--- src/rtl/gray2bin_arb_pkg.sv ---
// Shared types and helpers for the Gray-to-binary converter arbiter.
// Channel count and code width are fixed here so every file agrees on them.
package gray2bin_arb_pkg;

    localparam int MODULATION_ORDER = 16;
    localparam int NUM_CH           = 4;
    localparam int BW               = $clog2(MODULATION_ORDER);
    localparam int CH_W             = (NUM_CH > 1) ? $clog2(NUM_CH) : 1;

    typedef logic [CH_W-1:0] ch_t;

    typedef struct packed {
        logic vld;
        ch_t  ch;
    } tag_t;

    // First set bit of valid_vec scanning upward from ptr, wrapping.
    function automatic logic [NUM_CH-1:0] rr_pick(
        input logic [NUM_CH-1:0] valid_vec,
        input ch_t               ptr
    );
        logic [NUM_CH-1:0] grant;
        ch_t               idx;
        grant = '0;
        for (int k = NUM_CH - 1; k >= 0; k--) begin
            idx = ch_t'((int'(ptr) + k) % NUM_CH);
            if (valid_vec[idx]) begin
                grant      = '0;
                grant[idx] = 1'b1;
            end
        end
        return grant;
    endfunction

endpackage

--- src/rtl/gray2bin_arb_rsp_fifo.sv ---
// Per-channel response FIFO; head word is shown directly, zero when empty.
// A write is accepted while full if a pop happens in the same cycle.
module gray2bin_arb_rsp_fifo
    import gray2bin_arb_pkg::*;
#(
    parameter int DEPTH = 4
) (
    input  logic          clk,
    input  logic          rst,
    input  logic          i_wr,
    input  logic [BW-1:0] i_data,
    input  logic          i_rd,
    output logic          o_valid,
    output logic [BW-1:0] o_data
);

    localparam int AW = $clog2(DEPTH);
    localparam logic [AW:0] CNT_FULL = (AW + 1)'(DEPTH);

    logic [BW-1:0] r_mem [DEPTH];
    logic [AW-1:0] r_wr_ptr;
    logic [AW-1:0] r_rd_ptr;
    logic [AW:0]   r_count;
    logic          w_pop;
    logic          w_push;

    assign w_pop   = i_rd & (r_count != '0);
    assign w_push  = i_wr & ((r_count != CNT_FULL) | w_pop);
    assign o_valid = (r_count != '0);
    assign o_data  = o_valid ? r_mem[r_rd_ptr] : '0;

    always_ff @(posedge clk) begin
        if (w_push) begin
            r_mem[r_wr_ptr] <= i_data;
        end
    end

    always_ff @(posedge clk or posedge rst) begin
        if (rst) begin
            r_wr_ptr <= '0;
            r_rd_ptr <= '0;
            r_count  <= '0;
        end else begin
            if (w_push) begin
                r_wr_ptr <= r_wr_ptr + 1'b1;
            end
            if (w_pop) begin
                r_rd_ptr <= r_rd_ptr + 1'b1;
            end
            case ({w_push, w_pop})
                2'b10:   r_count <= r_count + 1'b1;
                2'b01:   r_count <= r_count - 1'b1;
                default: r_count <= r_count;
            endcase
        end
    end

endmodule

--- src/rtl/gray2bin_arbiter.sv ---
// Round-robin sharing of one pipelined gray2bin converter among NUM_CH channels,
// with a tag pipe steering results into credit-protected response FIFOs.
module gray2bin_arbiter
    import gray2bin_arb_pkg::*;
#(
    parameter int CONV_LATENCY = 5,
    parameter int RSP_DEPTH    = 4
) (
    input  logic                 clk,
    input  logic                 rst,
    input  logic [NUM_CH-1:0]    req_valid,
    input  logic [NUM_CH*BW-1:0] req_gray,
    output logic [NUM_CH-1:0]    req_ready,
    output logic                 conv_i_dv,
    output logic [BW-1:0]        conv_gray,
    input  logic                 conv_o_dv,
    input  logic [BW-1:0]        conv_binary,
    output logic [NUM_CH-1:0]    rsp_valid,
    output logic [NUM_CH*BW-1:0] rsp_binary,
    input  logic [NUM_CH-1:0]    rsp_ready,
    output logic                 err_tag
);

    localparam int CR_W = $clog2(RSP_DEPTH + 1);
    localparam logic [CR_W-1:0] CR_FULL = CR_W'(RSP_DEPTH);

    logic [CR_W-1:0]   r_credit [NUM_CH];
    ch_t               r_rr_ptr;
    logic              r_conv_dv;
    logic [BW-1:0]     r_conv_gray;
    logic              r_err;
    // Stage 0 runs alongside the issue register, so the last stage meets conv_o_dv.
    tag_t              r_tag [CONV_LATENCY+1];

    logic [NUM_CH-1:0] w_elig;
    logic [NUM_CH-1:0] w_grant;
    logic [NUM_CH-1:0] w_pop;
    logic [NUM_CH-1:0] w_fifo_wr;
    logic              w_xfer;
    ch_t               w_gnt_ch;
    logic [BW-1:0]     w_gnt_gray;
    tag_t              w_tag_out;
    logic              w_ret_ok;

    always_comb begin
        for (int i = 0; i < NUM_CH; i++) begin
            w_elig[i] = req_valid[i] & (r_credit[i] != '0);
        end
    end

    assign w_grant   = rr_pick(w_elig, r_rr_ptr);
    assign w_xfer    = |w_grant;
    assign req_ready = w_grant;

    always_comb begin
        w_gnt_ch   = '0;
        w_gnt_gray = '0;
        for (int i = 0; i < NUM_CH; i++) begin
            if (w_grant[i]) begin
                w_gnt_ch   = ch_t'(i);
                w_gnt_gray = req_gray[i*BW +: BW];
            end
        end
    end

    assign w_tag_out = r_tag[CONV_LATENCY];
    assign w_ret_ok  = conv_o_dv & w_tag_out.vld;
    assign w_pop     = rsp_valid & rsp_ready;

    always_comb begin
        for (int i = 0; i < NUM_CH; i++) begin
            w_fifo_wr[i] = w_ret_ok & (w_tag_out.ch == ch_t'(i));
        end
    end

    always_ff @(posedge clk or posedge rst) begin
        if (rst) begin
            r_rr_ptr    <= '0;
            r_conv_dv   <= 1'b0;
            r_conv_gray <= '0;
            r_err       <= 1'b0;
            for (int k = 0; k <= CONV_LATENCY; k++) begin
                r_tag[k] <= '0;
            end
            for (int i = 0; i < NUM_CH; i++) begin
                r_credit[i] <= CR_FULL;
            end
        end else begin
            r_conv_dv <= w_xfer;
            if (w_xfer) begin
                r_conv_gray <= w_gnt_gray;
                r_rr_ptr    <= (w_gnt_ch == ch_t'(NUM_CH - 1)) ? '0 : w_gnt_ch + 1'b1;
            end
            r_tag[0] <= '{vld: w_xfer, ch: w_gnt_ch};
            for (int k = 1; k <= CONV_LATENCY; k++) begin
                r_tag[k] <= r_tag[k-1];
            end
            if (conv_o_dv != w_tag_out.vld) begin
                r_err <= 1'b1;
            end
            for (int i = 0; i < NUM_CH; i++) begin
                case ({w_grant[i], w_pop[i]})
                    2'b10:   r_credit[i] <= r_credit[i] - 1'b1;
                    2'b01:   r_credit[i] <= r_credit[i] + 1'b1;
                    default: r_credit[i] <= r_credit[i];
                endcase
            end
        end
    end

    assign conv_i_dv = r_conv_dv;
    assign conv_gray = r_conv_gray;
    assign err_tag   = r_err;

    for (genvar gi = 0; gi < NUM_CH; gi++) begin : g_rsp
        gray2bin_arb_rsp_fifo #(
            .DEPTH (RSP_DEPTH)
        ) u_fifo (
            .clk     (clk),
            .rst     (rst),
            .i_wr    (w_fifo_wr[gi]),
            .i_data  (conv_binary),
            .i_rd    (rsp_ready[gi]),
            .o_valid (rsp_valid[gi]),
            .o_data  (rsp_binary[gi*BW +: BW])
        );
    end

endmodule

--- config.mk ---
export PLATFORM = sky130hd
export DESIGN_NAME = gray2bin_arbiter
export DESIGN_NICKNAME = d
export VERILOG_FILES = /design/src/rtl/gray2bin_arb_pkg.sv /design/src/rtl/gray2bin_arb_rsp_fifo.sv /design/src/rtl/gray2bin_arbiter.sv
export SDC_FILE = /design/constraint.sdc
export NUM_CORES = 1
export LEC_CHECK = 0
export CORE_ASPECT_RATIO = 0.75
export CORE_MARGIN = 2
export CORE_UTILIZATION = 35
export DETAILED_ROUTE_END_ITERATION = 8
export RECOVER_POWER = 50
export SLEW_MARGIN = 20
export SYNTH_ARGS = -nofsm -noshare
export SYNTH_HDL_FRONTEND = slang
export SYNTH_SLANG_ARGS = --single-unit
--- constraint.sdc ---
create_clock -name clk -period 3.8 [get_ports clk]
set_input_delay 0.57 -clock clk [delete_from_list [all_inputs] [get_ports clk]]
set_output_delay 0.57 -clock clk [all_outputs]
set_load 0.05 [all_outputs]
==> results.ini, run 1 <==
[run_status]
status=finished clean

[hold_path]
min_path_type=reg -> reg

[clock_tree]
cts-root-buf=clkbuf_16
cts_htree_levels=4
post-cts-setup-buffers=0
numCtsBuffers=17
cts_num_sinks=129
cts_tree=done
cts_resized=0
cts.clk_slew.worst_paths_ns=0.06
clock_path_buffers=2
hold_buffers=0
clk_latency_ns=0.41

[detailed_routing]
dr_total_vias=3477
ant_nets=0
vias_per_cell=4.829
drtIter0Drc=207
drtPass1Iterations=4
drt-total-wl_um=11570
drc=0
wl_per_cell_um=16.08

[die]
die_h_um=118.2
fp.dieArea_sq_um=18470
coreArea_sq_um=16930
die_x_um=156.3
ios=61
rows=41
start_util=0.3596

[logic_synthesis]
synth-seq-cells=129
synth-async-reset-ratio=0.5039
yosysUniqueCellTypes=45
ys_top_cells_by_count=64 x edfxtp_1, 61 x dfrtp_1, 41 x and2_1
synthFlopType=edfxtp_1
synth_top_cell_by_area=edfxtp_1
syn-cell-area_sq_um=6087
synthMostInstantiatedCell=edfxtp_1
synthCells=419
syn_avg_cell_area_sq_um=14.53
seq_area_frac_synth=0.5838
synthTopCellsByArea=edfxtp_1 32%, dfrtp_1 25%, mux4_2 8.5%
synth_edf_count=64
postSynthNetCount=489
synth_top_area_frac=0.3157
yosysWarningCount=0

[critical_path]
cp.required_ns=3.23
arrival_ns=2.96
critPathCaptureType=primary output
critPathMaxFanout=7
r2r_setup_slack_ns=0.50
cp_common_cell=inv_1
cp_slowest_cell=a221oi_1
start_kind=flop
slowest_delay_ns=0.54
crit_chain=inv_1 > ha_1 > mux4_2 > a221oi_1 > nor2_4 > inv_1 > buf_12
crit_type=reg -> out

[layout]
fillers=1487
seq_area_sq_um=3553
diodes=0
multi_input_area_sq_um=2337
nNetsFinal=562
stdcell_area_sq_um=7512
area_growth_pct=23.41
drive_gt1_frac=0.1564

[sta]
hold_viol_final=0
setup_viol_count_final=0
finalCritPeriodShare=0.9285
relSlewSlack=0.02376
tightest_slew_ns=1.463
fin_setup_tns_ns=0
rsz0062_at_grt=no
fin_skew_ns=0.008277
fin_crit_ns=3.528
slew_viol_final=0
max_freq_mhz=283.4

[global_routing]
grt_use_total=0.1359
grt_pass1_wl_um=19150
grt_overflow=0
grt_pass1_vias=3653
grt_max_degree=41
antenna_found_initial=0

[placed_design]
gp_congestion=0.7600
placed_area_sq_um=6954
portBuffers=60
dp_hpwl_um=8581

[flow_run]
max_cap_viol_count=0

critical path, delay by kind of cell, from the launching register on:
kind                     cells  cell delay [ns]
adder cells (fa/ha/maj)      1             0.38
AND/OR/NAND/NOR              1             0.16
multiplexers                 1             0.37
AO/OA/AOI/OAI                1             0.54
buffers and inverters        3             0.58
flip-flops                   1             0.51
cells by family (layout without fill, tap and decap cells):
family | Yosys count | in the layout | synth area share
DFF | 129 | 129 | 0.5838
AOI/OAI and AO/OA | 45 | 45 | 0.05221
muxes | 33 | 33 | 0.1032
and+or+nand+nor | 92 | 92 | 0.08962
buffers and inverters | 47 | 133 | 0.03227
xor gates and xnor gates | 34 | 34 | 0.04892
adders and majority gates | 39 | 39 | 0.09003
metal layers:
metal,up-vias,GRT usage,wire length [um]
li1,1643,-,-
met1,1773,0.1898,5688
met2,55,0.2054,5340
met3,6,0.04290,475
met4,0,0.03670,69
met5,-,0,0
cell type report:
class,instances,share of cell area
clock buffer,19,0.05763
tap,215,0.03581
sequential,129,0.4730
timing repair buffer,66,0.08644
clock inverter,13,0.01815
inverter,35,0.01782
multi-input combinational,243,0.3111
path summary, 6_finish.rpt:
kind                                    startpoint                                 endpoint  depth (start not counted)
min in group asynchronous                      rst                       r_tag[8]$_DFF_PP0_                          2
max in group asynchronous                      rst  g_rsp[3].u_fifo.r_rd_ptr[0]$_DFFE_PP0P_                          3
setup / recovery           r_rr_ptr[1]$_DFFE_PP0P_                             req_ready[0]                          7
setup reg to reg           r_rr_ptr[1]$_DFFE_PP0P_                 r_credit[10]$_DFFE_PP0P_                          9
hold reg to reg                r_tag[13]$_DFF_PP0_                      r_tag[10]$_DFF_PP0_                          0
hold / removal                 r_tag[13]$_DFF_PP0_                      r_tag[10]$_DFF_PP0_                          0
registers in the layout, summed over array words and instances, names as in the netlist:
name and count:
g_rsp.u_fifo.r_mem 64, r_tag 18, g_rsp.u_fifo.r_count 12, r_credit 12
g_rsp.u_fifo.r_rd_ptr 8, g_rsp.u_fifo.r_wr_ptr 8, conv_gray 4, r_rr_ptr 2
err_tag 1
cell usage in the layout, fill, tap and decap left out, types with 5 or more instances in the layout:
cell / netlist / layout
dfrtp_1: 61 / 61
mux4_2: 23 / 23
mux2i_1: 5 / 5
nand3_1: 6 / 6
xnor2_1: 18 / 18
xor2_1: 16 / 16
ha_1: 31 / 31
o21ai_0: 17 / 17
dlygate4sd3_1: 0 / 6
and2_1: 41 / 39
nand2_1: 16 / 16
clkbuf_1: 6 / 5
clkbuf_16: 0 / 17
fa_1: 8 / 8
edfxtp_1: 64 / 64
clkdlybuf4s50_1: 0 / 50
nor2_1: 10 / 10
buf_4: 4 / 5
inv_1: 32 / 32
stage by stage:
stage	std cells	hold WS (ns)	util	worst slack, ns
4_1_cts	720	0.3474	0.4444	0.2981
3_5_place_dp	688	0.3347	0.4108	0.3153
5_1_grt	720	0.3502	0.4438	0.1439
6_report	720	0.3454	0.4438	0.2717
3_3_place_gp	688	0.3339	0.4108	0.4211
2_1_floorplan	419	0.3312	-	0.6932
Power of run 1 is not shown: default switching activity piles up to over one toggle a cycle in this logic, so the estimate is an artifact.
==> run 2: changes to the inputs <==
TNS_END_PERCENT = 30   (was default)
==> results of run 2 <==
The final DEF is identical to that of run 1; final timing and power are the same.
Power of run 2 is left out for the same reason.
==> run 3: changes to the inputs <==
MAX_ROUTING_LAYER = met4   (was default)
SKIP_LAST_GASP = 1   (was default)
==> run 3 against run 2 <==
Hold slack gained 0.00069 ns. Clock skew grew 0.0011 ns. Register-to-register slack about the same. First-iteration DRC count shrank 10%. Final cell count unchanged. Flip-flop and latch count did not move. Sequential share of layout area unchanged. Die area unchanged. Via count rose by 0.20%. Setup slack improved by 0.0054 ns. Global-route usage rose by 0.40 points. Largest cell class unchanged.
==> results.ini, run 3 (synthesis gave the netlist of run 1 again) <==
[run_status]
status=finished clean

[layout]
fillers=1487  ; unchanged
final_util=0.4438  ; unchanged
diodes=0  ; unchanged
drive_gt1_frac=0.1564  ; unchanged
reg_top3=g_rsp.u_fifo.r_mem x64, r_tag x18
top_register=g_rsp.u_fifo.r_mem
mostFrequentLayoutCell=edfxtp_1
nNetsFinal=562  ; unchanged
largest_register_ffs=64  ; unchanged
area_growth_pct=23.41  ; unchanged
fin_cells=720  ; unchanged
final_cell_mix=64 x edfxtp_1, 61 x dfrtp_1, 50 x clkdlybuf4s50_1, 39 x and2_1, 32 x inv_1

[critical_path]
arrival_ns=2.95  ; about the same
cp.required_ns=3.23  ; about the same
critPathMaxFanout=7  ; unchanged
critPathCaptureType=primary output
crit_type=reg -> out
start_kind=flop

[flow_run]
max_cap_viol_count=0  ; unchanged

[sta]
fin_ws_ns=0.2771  ; +0.005355 ns
relSlewSlack=0.01874  ; -0.005025
fin_crit_ns=3.523  ; -0.005355 ns
fin_setup_tns_ns=0  ; unchanged
fin_skew_ns=0.009339  ; +0.001062 ns
hold_viol_final=0  ; unchanged
slew_viol_final=0  ; unchanged
tightest_slew_ns=1.470  ; +0.007529 ns
max_freq_mhz=283.9  ; +0.15%
setup_viol_count_final=0  ; unchanged
rsz0062_at_grt=no
finalCritPeriodShare=0.9271  ; -0.001409

[placed_design]
portBuffers=60  ; unchanged
place_worst_setup_slack_ns=0.3153  ; unchanged
gp_congestion=0.7700  ; +1.3%
dp_hpwl_um=8581  ; unchanged
dp.cells=688  ; unchanged

[global_routing]
antenna_found_initial=0  ; unchanged
grt_pass1_vias=3647  ; -0.16%
grt_overflow=0  ; unchanged
grt_max_degree=41  ; unchanged
grt_pass1_wl_um=19130  ; -0.15%
grt_use_total=0.1399  ; +0.004048

[die]
rows=41  ; unchanged
ios=61  ; unchanged
coreArea_sq_um=16930  ; unchanged
fp.dieArea_sq_um=18470  ; unchanged
start_util=0.3596  ; unchanged
die_h_um=118.2  ; unchanged
die_x_um=156.3  ; unchanged

[detailed_routing]
drc=0  ; unchanged
drt-total-wl_um=11580  ; about the same
dr_total_vias=3484  ; +0.20%
drtIter0Drc=186  ; -10%
vias_per_cell=4.839  ; +0.20%
drtPass1Iterations=4  ; unchanged
ant_nets=0  ; unchanged
wl_per_cell_um=16.09  ; about the same

[clock_tree]
cts_num_sinks=129  ; unchanged
cts_htree_levels=4  ; unchanged
clk_latency_ns=0.41  ; about the same
hold_buffers=0  ; unchanged
cts_tree=done
clock_path_buffers=2  ; unchanged
cts_resized=0  ; unchanged
post-cts-setup-buffers=0  ; unchanged
numCtsBuffers=17  ; unchanged
cts-root-buf=clkbuf_16
cts.clk_slew.worst_paths_ns=0.06  ; about the same

[hold_path]
min_path_type=reg -> reg

run 3: cell counts in the layout (fill, tap and decap cells not counted):
Identical to the previous run, type by type.
run 3: layer usage:
layer  vias to the layer above  wire length, um  track usage
met5                         -                0            -
met1                      1781             5747       0.1903
li1                       1645                -            -
met2                        52             5323       0.2048
met4                         0               75      0.03670
met3                         6              437      0.04327
run 3: final timing paths:
path                                    startpoint  depth (start not counted)  slack (ns)                                       to
setup / recovery           r_rr_ptr[1]$_DFFE_PP0P_                          7        0.28                             req_ready[0]
hold / removal                 r_tag[16]$_DFF_PP0_                          0        0.35                      r_tag[13]$_DFF_PP0_
setup reg to reg           r_rr_ptr[1]$_DFFE_PP0P_                          9        0.50                 r_credit[10]$_DFFE_PP0P_
hold reg to reg                r_tag[16]$_DFF_PP0_                          0        0.35                      r_tag[13]$_DFF_PP0_
max in group asynchronous                      rst                          3        1.19  g_rsp[3].u_fifo.r_rd_ptr[0]$_DFFE_PP0P_
min in group asynchronous                      rst                          2        1.04                       r_tag[8]$_DFF_PP0_
run 3: per-stage QoR:
step                cell area, sq um  hold WS, ns
CTS                             7523       0.3474
global placement                6954       0.3339
finish                          7512       0.3460
floorplan                       6087       0.3312
detailed placement              6954       0.3347
global route                    7512       0.3502
run 3: worst max-delay path, stage by stage, from the launching register on:
cell,delay [ns]
dfrtp_1,0.52
inv_1,0.21
ha_1,0.38
mux4_2,0.37
a221oi_1,0.53
nor2_4,0.16
inv_1,0.20
buf_12,0.17
run 3: cell type report:
class | instances | area [sq um] | share of cell area
Clock inverter | 13 | 136.4 | 0.01815
Clock buffer | 19 | 432.9 | 0.05763
Sequential cell | 129 | 3553 | 0.4730
Multi-Input combinational cell | 243 | 2337 | 0.3111
Timing Repair Buffer | 66 | 649.4 | 0.08644
Tap cell | 215 | 269.0 | 0.03581
Inverter | 35 | 133.9 | 0.01782
Power of run 3 is left out for the same reason.
